===== src/rtl/time_pkg.sv =====
// Shared constants and helpers for the time-unit counter family.
//   SEC_MODULUS / MIN_MODULUS / HOUR_MODULUS / DAY_MODULUS : stage moduli
//   timeWidth(modulus) : smallest count width w with 2**w >= modulus
package time_pkg;

  localparam int SEC_MODULUS  = 60;
  localparam int MIN_MODULUS  = 60;
  localparam int HOUR_MODULUS = 24;
  localparam int DAY_MODULUS  = 7;

  // Minimum register width able to hold 0..modulus-1 (at least 1 bit).
  function automatic int timeWidth(input int modulus);
    int w;
    w = 1;
    while ((1 << w) < modulus) begin
      w = w + 1;
    end
    return w;
  endfunction

endpackage


===== src/rtl/mod_n_next.sv =====
// Combinational next-value logic for a modulo-N up/down counter.
// Ports:
//   count      in  WIDTH  present count (assumed < MODULUS)
//   up         in  1      1 = increment, 0 = decrement
//   nextCount  out WIDTH  value after one step, wrapping explicitly
//   atTerminal out 1      count is at the terminal value for this direction
//   wrap       out 1      the step from count wraps around
module mod_n_next #(
  parameter int MODULUS = 60,
  parameter int WIDTH   = time_pkg::timeWidth(MODULUS)
) (
  input  logic [WIDTH-1:0] count,
  input  logic             up,
  output logic [WIDTH-1:0] nextCount,
  output logic             atTerminal,
  output logic             wrap
);

  localparam logic [WIDTH-1:0] MaxVal  = WIDTH'(MODULUS - 1);
  localparam logic [WIDTH-1:0] ZeroVal = WIDTH'(0);
  localparam logic [WIDTH-1:0] OneVal  = WIDTH'(1);

  // Step computation; wrap is explicit so non-power-of-two moduli are exact.
  always_comb begin
    nextCount  = count;
    atTerminal = 1'b0;
    if (up) begin
      atTerminal = (count == MaxVal);
      if (atTerminal) begin
        nextCount = ZeroVal;
      end else begin
        nextCount = count + OneVal;
      end
    end else begin
      atTerminal = (count == ZeroVal);
      if (atTerminal) begin
        nextCount = MaxVal;
      end else begin
        nextCount = count - OneVal;
      end
    end
    wrap = atTerminal;
  end

endmodule


===== src/rtl/mod_n_time_counter.sv =====
// Parametrised modulo-N time-unit counter (seconds/minutes/hours/days stage).
// Ports:
//   clk, reset         clock; synchronous active-high reset
//   En, Up             count enable / carry-in, direction (1 = up)
//   Clear              synchronous clear to 0
//   Load, LoadValue    parallel load (out-of-range values clamp to MODULUS-1)
//   AlarmEn, AlarmValue compare-match enable and value
//   Count              current count (registered)
//   TermCount          combinational En & at-terminal, for same-edge cascading
//   CarryOut           registered pulse in the cycle Count shows a wrapped value
//   LoadError          registered pulse after an out-of-range load
//   AlarmMatch         registered AlarmEn & (Count == AlarmValue), one cycle late
// Per-edge priority: reset > Clear > Load > En.
module mod_n_time_counter
  import time_pkg::*;
#(
  parameter int MODULUS     = 60,
  parameter int WIDTH       = timeWidth(MODULUS),
  parameter int RESET_VALUE = 0
) (
  input  logic             clk,
  input  logic             reset,
  input  logic             En,
  input  logic             Up,
  input  logic             Clear,
  input  logic             Load,
  input  logic [WIDTH-1:0] LoadValue,
  input  logic             AlarmEn,
  input  logic [WIDTH-1:0] AlarmValue,
  output logic [WIDTH-1:0] Count,
  output logic             TermCount,
  output logic             CarryOut,
  output logic             LoadError,
  output logic             AlarmMatch
);

  localparam logic [WIDTH-1:0] MaxVal   = WIDTH'(MODULUS - 1);
  localparam logic [WIDTH-1:0] ResetVal = WIDTH'(RESET_VALUE);
  // One extra bit so MODULUS = 2**WIDTH still compares correctly.
  localparam logic [WIDTH:0]   ModExt   = (WIDTH + 1)'(MODULUS);

  logic [WIDTH-1:0] count_r;
  logic             carry_r;
  logic             loadErr_r;
  logic             alarm_r;

  logic [WIDTH-1:0] stepCount_s;
  logic             atTerm_s;
  logic             wrap_s;
  logic             loadInRange_s;
  logic             alarmInRange_s;
  logic [WIDTH-1:0] countNext_s;
  logic             carryNext_s;
  logic             loadErrNext_s;
  logic             alarmNext_s;

  mod_n_next #(
    .MODULUS (MODULUS),
    .WIDTH   (WIDTH)
  ) uNext (
    .count      (count_r),
    .up         (Up),
    .nextCount  (stepCount_s),
    .atTerminal (atTerm_s),
    .wrap       (wrap_s)
  );

  assign loadInRange_s  = ({1'b0, LoadValue}  < ModExt);
  assign alarmInRange_s = ({1'b0, AlarmValue} < ModExt);

  // Same-cycle carry into the next stage; deliberately not registered.
  assign TermCount = En & atTerm_s;

  // Priority mux Clear > Load > En; pulses default low so they last one cycle.
  always_comb begin
    countNext_s   = count_r;
    carryNext_s   = 1'b0;
    loadErrNext_s = 1'b0;
    if (Clear) begin
      countNext_s = WIDTH'(0);
    end else if (Load) begin
      if (loadInRange_s) begin
        countNext_s = LoadValue;
      end else begin
        countNext_s   = MaxVal;
        loadErrNext_s = 1'b1;
      end
    end else if (En) begin
      countNext_s = stepCount_s;
      carryNext_s = wrap_s;
    end else begin
      countNext_s = count_r;
    end
    // Compare uses the pre-edge count, giving one cycle of latency.
    alarmNext_s = AlarmEn & alarmInRange_s & (count_r == AlarmValue);
  end

  // State and output registers with synchronous reset.
  always_ff @(posedge clk) begin
    if (reset) begin
      count_r   <= ResetVal;
      carry_r   <= 1'b0;
      loadErr_r <= 1'b0;
      alarm_r   <= 1'b0;
    end else begin
      count_r   <= countNext_s;
      carry_r   <= carryNext_s;
      loadErr_r <= loadErrNext_s;
      alarm_r   <= alarmNext_s;
    end
  end

  assign Count      = count_r;
  assign CarryOut   = carry_r;
  assign LoadError  = loadErr_r;
  assign AlarmMatch = alarm_r;

endmodule


===== config.mk =====
export PLATFORM = sky130hd
export DESIGN_NAME = mod_n_time_counter
export DESIGN_NICKNAME = d
export VERILOG_FILES = /design/src/rtl/time_pkg.sv /design/src/rtl/mod_n_next.sv /design/src/rtl/mod_n_time_counter.sv
export SDC_FILE = /design/constraint.sdc
export NUM_CORES = 1
export LEC_CHECK = 0
export CORE_MARGIN = 10
export CORE_UTILIZATION = 47
export CTS_BUF_LIST = sky130_fd_sc_hd__clkbuf_8
export DETAILED_ROUTE_END_ITERATION = 7
export HOLD_SLACK_MARGIN = 0.12
export PLACE_DENSITY = 0.82
export SYNTH_ARGS = -nofsm -noshare
export SYNTH_HDL_FRONTEND = slang
export SYNTH_SLANG_ARGS = --single-unit

===== constraint.sdc =====
create_clock -name clk -period 1.8 [get_ports clk]
set_input_delay 0.36 -clock clk [delete_from_list [all_inputs] [get_ports clk]]
set_output_delay 0.36 -clock clk [all_outputs]
set_load 0.1 [all_outputs]

==> summary.txt, run 1 <==
Logic synthesis
  – Area contributors post-synth: dfxtp_1 21%, a21oi_1 5.3%, nor2_1 5.3%
  – Syn_area_per_cell: 7.56 um^2
  – Post-synth cell types: 39
  – Syn Inst Count: 113
  – Largest area contributor in the netlist: dfxtp_1
  – YS warnings: 0
  – Mapped cell area: 855 um^2
  – Sequential share of the synthesized area: 0.211
  – Synth top area share: 0.211
  – Syn Nets: 135
  – Number of synthesized register bits: 9

Finish
  – Fill cell total of the finished layout: 104
  – ANT cells: 0
  – Final Net Count: 176
  – Post-Layout Cell Count: 178
  – Synth-to-Final Area Change: 69.0%
  – Share of cells above drive strength 1: 0.333

Global route
  – Antenna violations before repair: 0
  – Largest net degree at the start of global routing: 16
  – First-pass GRT wire length: 4590 um
  – Vias in the first global route: 990
  – All-layer global routing usage: 0.139
  – Total gr overflow: 0

Outcome
  – Failing checks: setup timing
  – Outcome: finished, violations left

Floorplanning
  – Starting Density: 0.495
  – Die extent in x: 62.6 um
  – Core ar.: 1730 um^2
  – Die height: 62.6 um
  – Die area: 3920 um^2
  – Ports: 29
  – # rows: 15

Setup path
  – Critical Path Source Type: register
  – CP max FO: 4
  – Worst Path Required: 1440 ps
  – Largest stage delay, worst path: 360 ps
  – Crit path DAT: 1470 ps
  – CP Class: register to primary output
  – Crit end category: primary output
  – Crit path cell chain: buf_6 > inv_4 > ha_4 > nand4b_1 > a21oi_4 > buf_12
  – Highest-delay cell along the critical path: dfxtp_4

Pwr
  – VDD IR max: 736 uV
  – Clock network power share: 0.289
  – Switching Share: 0.348
  – Leak pwr: 0.540 nW
  – Psw: 0.271 mW
  – Internal Power: 0.508 mW
  – Pwr dens: 540 nW/um^2
  – Logic pwr share: 0.419
  – Reg power frac: 0.292

STA
  – Setup_tns: -27.6 ps
  – Final WS setup: -27.6 ps
  – Tcrit/Tclk final: 1.02
  – Fin crit period: 1830 ps
  – Clock skew: 5.32 ps
  – Endpoints failing setup: 1
  – Tightest Pin Transition: 306 ps
  – Final slew viol count: 0
  – Max frequency: 547 MHz
  – Unrepaired setup endpoints after global routing: true
  – Hold Violations, Final: 0
  – Relative slew slack: 0.793

Placement
  – DP Cell Count: 164
  – GPL Wtd Cong: 0.825
  – Port Buffers: 28
  – Final HPWL DP: 2140 um
  – Post-place setup slack: -93.0 ps

Clock tree
  – Total clock sinks: 9
  – Post-CTS Hold Buffers: 0
  – Skew-Pair Late Insertion Delay: 230 ps
  – Maximum buffer depth of the clock tree: 2
  – TritonCTS clock tree: done
  – Worst-path clk slew: 40 ps
  – Num CTS Buffers: 3
  – H-tree depth: 1
  – Clock Tree Root: clkbuf_8

Routing
  – DRT antenna net count: 0
  – First-pass iteration count of the detailed router: 4
  – DR WL/cell: 16.0 um
  – Detail-routed via count per cell: 5.72
  – Drc violations: 0
  – Total vias in the final route: 1018
  – Drt total wl: 2860 um
  – DR iter-0 viols: 44

Job
  – Max Cap Viol: 0

Min path
  – Hold Path Class: register to register
layout by cell type, fill, tap and decap left out, types with 4 or more instances in the layout:
cell type	synthesis	layout
a211oi_1	4	4
a21oi_1	9	8
and3_1	5	5
buf_12	0	10
buf_4	4	15
clkdlybuf4s50_1	0	17
dfxtp_4	0	6
nand2_1	10	10
nand2b_1	4	4
nand3_1	6	5
nor2_1	12	12
o21ai_1	4	4
xnor2_1	5	5
timing repair:
action	CTS	global route
gates resized for setup	1	1
pin swaps	1	1
buffers inserted	7	3
gates cloned	0	0
setup endpoints to repair	1	1
power groups by stage:
stage / registers [mW] / clock network (mW) / logic (mW)
final: 0.228 / 0.225 / 0.326
after global routing: 0.230 / 0.235 / 0.345
after CTS: 0.227 / 0.224 / 0.315
after detailed placement: 0.238 / 0 / 0.292
after global placement: 0.238 / 0 / 0.285
after floorplan: 0.269 / 0 / 0.147
synth_stat cells, drive strengths merged:
cell	number
nor2	15
nand2	10
a21oi	9
dfxtp	9
buf	7
nand3	7
o21ai	6
a211oi	5
and3	5
xnor2	5
inv	4
nand2b	4
ha	3
nand4b	3
a221oi	2
nand4	2
nor2b	2
o22ai	2
o311ai	2
xor2	2
a31oi	1
a32o	1
and4	1
clkbuf	1
nand3b	1
nor3b	1
nor4b	1
o211ai	1
or2	1
final cells by class:
type	instances	area, um^2	share of cell area
multi-input cells	92	644	0.446
flip-flops and latches	9	203	0.140
clock buffers	3	41.3	0.0286
repair buffers	44	503	0.348
well taps	25	31.3	0.0217
inverters	4	17.5	0.0121
clock inverters	1	3.75	0.00260
logic make-up after synthesis:
family	after synthesis	synth area share
adder cells (fa/ha/maj)	3	0.0439
XOR/XNOR	7	0.0717
buffers and inverters	12	0.0893
AO/OA/AOI/OAI	29	0.237
AND/OR/NAND/NOR	53	0.347
flip-flops	9	0.211
routing by layer:
metal,GRT usage,routed length [um]
met5,0,0
met3,0.0556,219
met1,0.155,1190
met2,0.244,1390
met4,0.0251,59
through the flow:
| stage | util | instance area, um^2 | total power [mW] | hold WS [ps] |
|---|---|---|---|---|
| after CTS | 0.821 | 1420 | 0.767 | 566 |
| after floorplan | - | 930 | 0.416 | 502 |
| final | 0.836 | 1440 | 0.779 | 565 |
| after global routing | 0.836 | 1440 | 0.810 | 600 |
| after detailed placement | 0.765 | 1320 | 0.530 | 560 |
| after global placement | 0.765 | 1320 | 0.523 | 547 |
flip-flops by register name, summed over array words and instances, names as in the netlist:
signal / flops
CarryOut: 1
LoadError: 1
AlarmMatch: 1
Count: 6
worst paths after layout:
kind / startpoint / to / slack, ps / cells after the start
max reg2reg: Count[0]$_SDFFE_PP0P_ / Count[2]$_SDFFE_PP0P_ / 190 / 7
min reg2reg: Count[4]$_SDFFE_PP0P_ / AlarmMatch$_SDFF_PP0_ / 560 / 1
max: Count[0]$_SDFFE_PP0P_ / TermCount / -30 / 6
min: Count[4]$_SDFFE_PP0P_ / AlarmMatch$_SDFF_PP0_ / 560 / 1
critical path: cells and delay by family (launching register included):
| kind | cells | cell delay (ps) |
|---|---|---|
| adders and majority gates | 1 | 120 |
| DFF | 1 | 360 |
| and+or+nand+nor | 1 | 170 |
| AOI/OAI and AO/OA | 1 | 220 |
| buffers and inverters | 3 | 360 |
Note: power is estimated with default switching activity, not from simulation.
==> run 2, diff against run 1 <==
ABC_AREA = 1   (was not set)
CORE_UTILIZATION = 46   (was 47)
PLACE_DENSITY = 0.81   (was 0.82)
RECOVER_POWER = 100   (was not set)
==> run 2 against run 1 <==
  * The run still ends with setup timing left
  * Wire length is 3.6% higher
  * Synthesized cell count rose by 8.8%
  * Design area is 7.6% lower
  * Clock-buffer cell count stayed put
  * Combinational power about the same
  * Clock skew decreased by 1.6 ps
  * Sequential share of layout area up 0.97 points
  * Cell count increased by 7.9%
==> summary.txt, run 2 <==
STA
  – Tightest Pin Transition: 554 ps (was 306 ps)
  – Endpoints failing setup: 1 (unchanged)
  – Final slew viol count: 0 (unchanged)
  – Tcrit/Tclk final: 1.00 (was 1.02)
  – Relative slew slack: 0.632 (was 0.793)
  – Unrepaired setup endpoints after global routing: true (unchanged)
  – Setup_tns: -8.49 ps (was -27.6 ps)
  – Clock skew: 3.76 ps (was 5.32 ps)
  – Max frequency: 553 MHz (was 547 MHz)
  – Worst hold slack: 568 ps (was 565 ps)
  – Final WS setup: -8.49 ps (was -27.6 ps)
  – Hold Violations, Final: 0 (unchanged)
  – Fin crit period: 1810 ps (was 1830 ps)

Pwr
  – VDD IR max: 707 uV (was 736 uV)
  – Leak pwr: 0.586 nW (was 0.540 nW)
  – Psw: 0.294 mW (was 0.271 mW)
  – Pwr dens: 586 nW/um^2 (was 540 nW/um^2)
  – Logic pwr share: 0.419 (about the same)
  – Switching Share: 0.376 (was 0.348)
  – Overall power: 0.782 mW (was 0.779 mW)
  – Internal Power: 0.488 mW (was 0.508 mW)
  – Reg power frac: 0.289 (was 0.292)
  – Clock network power share: 0.292 (was 0.289)

Finish
  – Register area: 200 um^2 (was 203 um^2)
  – Max reg flops: 6 (unchanged)
  – Area occupied by multi-input gates: 619 um^2 (was 644 um^2)
  – ANT cells: 0 (unchanged)
  – Most frequent cells in the layout: 26 x nand2_1, 15 x clkdlybuf4s50_1, 15 x buf_4 (was 17 x clkdlybuf4s50_1, 15 x buf_4, 12 x nor2_1)
  – Share of cells above drive strength 1: 0.335 (was 0.333)
  – Post-Layout Cell Count: 192 (was 178)
  – Synth-to-Final Area Change: 60.8% (was 69.0%)
  – Fill cell total of the finished layout: 130 (was 104)
  – Design area: 1330 um^2 (was 1440 um^2)
  – Fin util: 0.772 (was 0.836)
  – Commonest non-fill, non-tap cell in the layout: nand2_1 (was clkdlybuf4s50_1)
  – Final Net Count: 190 (was 176)

Logic synthesis
  – Top cells by count, synth: 27 x nand2_1, 12 x nand3_1, 12 x nor2_1 (was 12 x nor2_1, 10 x nand2_1, 9 x a21oi_1, 9 x dfxtp_1, 6 x nand3_1)
  – Syn Nets: 145 (was 135)
  – Synth Flop Type: dfxtp_1 (unchanged)
  – Syn_area_per_cell: 6.74 um^2 (was 7.56 um^2)
  – Most common cell in the netlist: nand2_1 (was nor2_1)
  – Largest area contributor in the netlist: dfxtp_1 (unchanged)
  – Syn Inst Count: 123 (was 113)
  – YS warnings: 0 (unchanged)
  – Post-synth EDFFs: 0 (unchanged)
  – Sequential share of the synthesized area: 0.217 (was 0.211)
  – Async SR Flop Fraction: 0 (unchanged)
  – Area contributors post-synth: dfxtp_1 22%, nand2_1 12%, xor2_1 7.4% (was dfxtp_1 21%, a21oi_1 5.3%, nor2_1 5.3%)
  – Synth top area share: 0.217 (was 0.211)
  – Number of synthesized register bits: 9 (unchanged)
  – Mapped cell area: 830 um^2 (was 855 um^2)
  – Post-synth cell types: 26 (was 39)

Setup path
  – RR Startpoint: Count[0]$_SDFFE_PP0P_ (unchanged)
  – Crit path from: Count[0]$_SDFFE_PP0P_ (unchanged)
  – CP max FO: 5 (was 4)
  – CP Class: register to primary output (unchanged)
  – Crit end category: primary output (unchanged)
  – Critical Path Source Type: register (unchanged)
  – Worst Path Required: 1440 ps (about the same)
  – Crit path DAT: 1450 ps (was 1470 ps)

Clock tree
  – Clock Tree Root: clkbuf_8 (unchanged)
  – TritonCTS clock tree: done (unchanged)
  – Skew-Pair Late Insertion Delay: 230 ps (about the same)
  – Num CTS Buffers: 3 (unchanged)
  – Worst-path clk slew: 50 ps (was 40 ps)
  – Maximum buffer depth of the clock tree: 2 (unchanged)
  – Post-CTS Hold Buffers: 0 (unchanged)
  – H-tree depth: 1 (unchanged)
  – Total clock sinks: 9 (unchanged)

Floorplanning
  – Die extent in x: 62.5 um (was 62.6 um)
  – Starting Density: 0.480 (was 0.495)
  – # rows: 15 (unchanged)
  – Core ar.: 1730 um^2 (unchanged)
  – Die height: 62.5 um (was 62.6 um)
  – Ports: 29 (unchanged)
  – Die area: 3900 um^2 (was 3920 um^2)

Outcome
  – Failing checks: setup timing (unchanged)
  – Outcome: finished, violations left (unchanged)

Min path
  – Hold Path Class: register to register (unchanged)
  – Min-delay src: Count[5]$_SDFFE_PP0P_ (was Count[4]$_SDFFE_PP0P_)

Job
  – Max Cap Viol: 0 (unchanged)

Global route
  – Largest net degree at the start of global routing: 9 (was 16)
  – All-layer global routing usage: 0.148 (was 0.139)
  – First-pass GRT wire length: 4900 um (was 4590 um)
  – Total gr overflow: 0 (unchanged)
  – Vias in the first global route: 1072 (was 990)
  – Antenna violations before repair: 0 (unchanged)

Routing
  – DR iter-0 viols: 39 (was 44)
  – First-pass iteration count of the detailed router: 4 (unchanged)
  – Drc violations: 0 (unchanged)
  – Detail-routed via count per cell: 5.28 (was 5.72)
  – Drt total wl: 2960 um (was 2860 um)
  – Total vias in the final route: 1013 (was 1018)
  – DR WL/cell: 15.4 um (was 16.0 um)
  – DRT antenna net count: 0 (unchanged)

Placement
  – Placed Area: 1290 um^2 (was 1320 um^2)
  – GPL Wtd Cong: 0.860 (was 0.825)
  – Post-place setup slack: -22.7 ps (was -93.0 ps)
  – Port Buffers: 28 (unchanged)
  – Final HPWL DP: 2120 um (was 2140 um)
  – DP Cell Count: 179 (was 164)
## run 2: changes by cell type after synthesis, moves of 4 or more
| cell | previous run | this run |
|---|---|---|
| buf_4 | 4 | 0 |
| nand2_1 | 10 | 27 |
| nand3_1 | 6 | 12 |
| a211oi_1 | 4 | 0 |
| and3_1 | 5 | 0 |
| xor2_1 | 2 | 7 |
| nand2b_1 | 4 | 0 |
| inv_1 | 3 | 10 |
## run 2: path summary, 6_finish.rpt
path | to | slack, ps | cells after the start
min reg2reg | Count[5]$_SDFFE_PP0P_ | 570 | 2
max | TermCount | -8 | 8
min | Count[5]$_SDFFE_PP0P_ | 570 | 2
max reg2reg | Count[4]$_SDFFE_PP0P_ | 340 | 9
## run 2: worst max-delay path, stage by stage, from the launching register on
cell and delay [ps]:
dfxtp_4 390, ha_4 160, nand2_4 60, nor2_4 120, nand2_2 80, o21ai_2 70, inv_2 70, nor2_4 100
buf_12 180
## run 2: layout make-up
type	instances	share of cell area
repair buffers	43	0.291
flip-flops and latches	9	0.150
inverters	12	0.0375
multi-input cells	99	0.464
clock inverters	1	0.00281
well taps	25	0.0235
clock buffers	3	0.0310
## run 2: kinds of logic (layout without fill, tap and decap cells)
logic type | after synthesis | in the layout | synth area share
simple gates | 71 | 71 | 0.437
compound gates | 15 | 15 | 0.0965
buf+inv | 15 | 59 | 0.0980
xor+xnor | 10 | 10 | 0.106
flops | 9 | 9 | 0.217
fa+ha+maj | 3 | 3 | 0.0453
## run 2: per-layer routing
metal	vias up	global-route usage	wire length, um
li1	490	-	-
met1	473	0.150	1210
met2	40	0.276	1510
met3	10	0.0520	147
met4	0	0.0419	90
met5	-	0	0
## run 2: power by group through the flow
stage | clock, mW | sequential [mW] | combinational, mW
floorplan | 0 | 0.278 | 0.148
global placement | 0 | 0.233 | 0.308
detailed placement | 0 | 0.233 | 0.316
CTS | 0.231 | 0.225 | 0.345
global route | 0.243 | 0.227 | 0.352
finish | 0.228 | 0.226 | 0.327
## run 2: what timing repair did
action / 4_1_cts / 5_1_grt
endpoints found under the setup margin: 1 / 1
setup buffers: 7 / 2
gates resized for setup: 10 / 1
pin swaps: 4 / 2
hold endpoints to repair: 0 / 0
gates cloned: 0 / 0
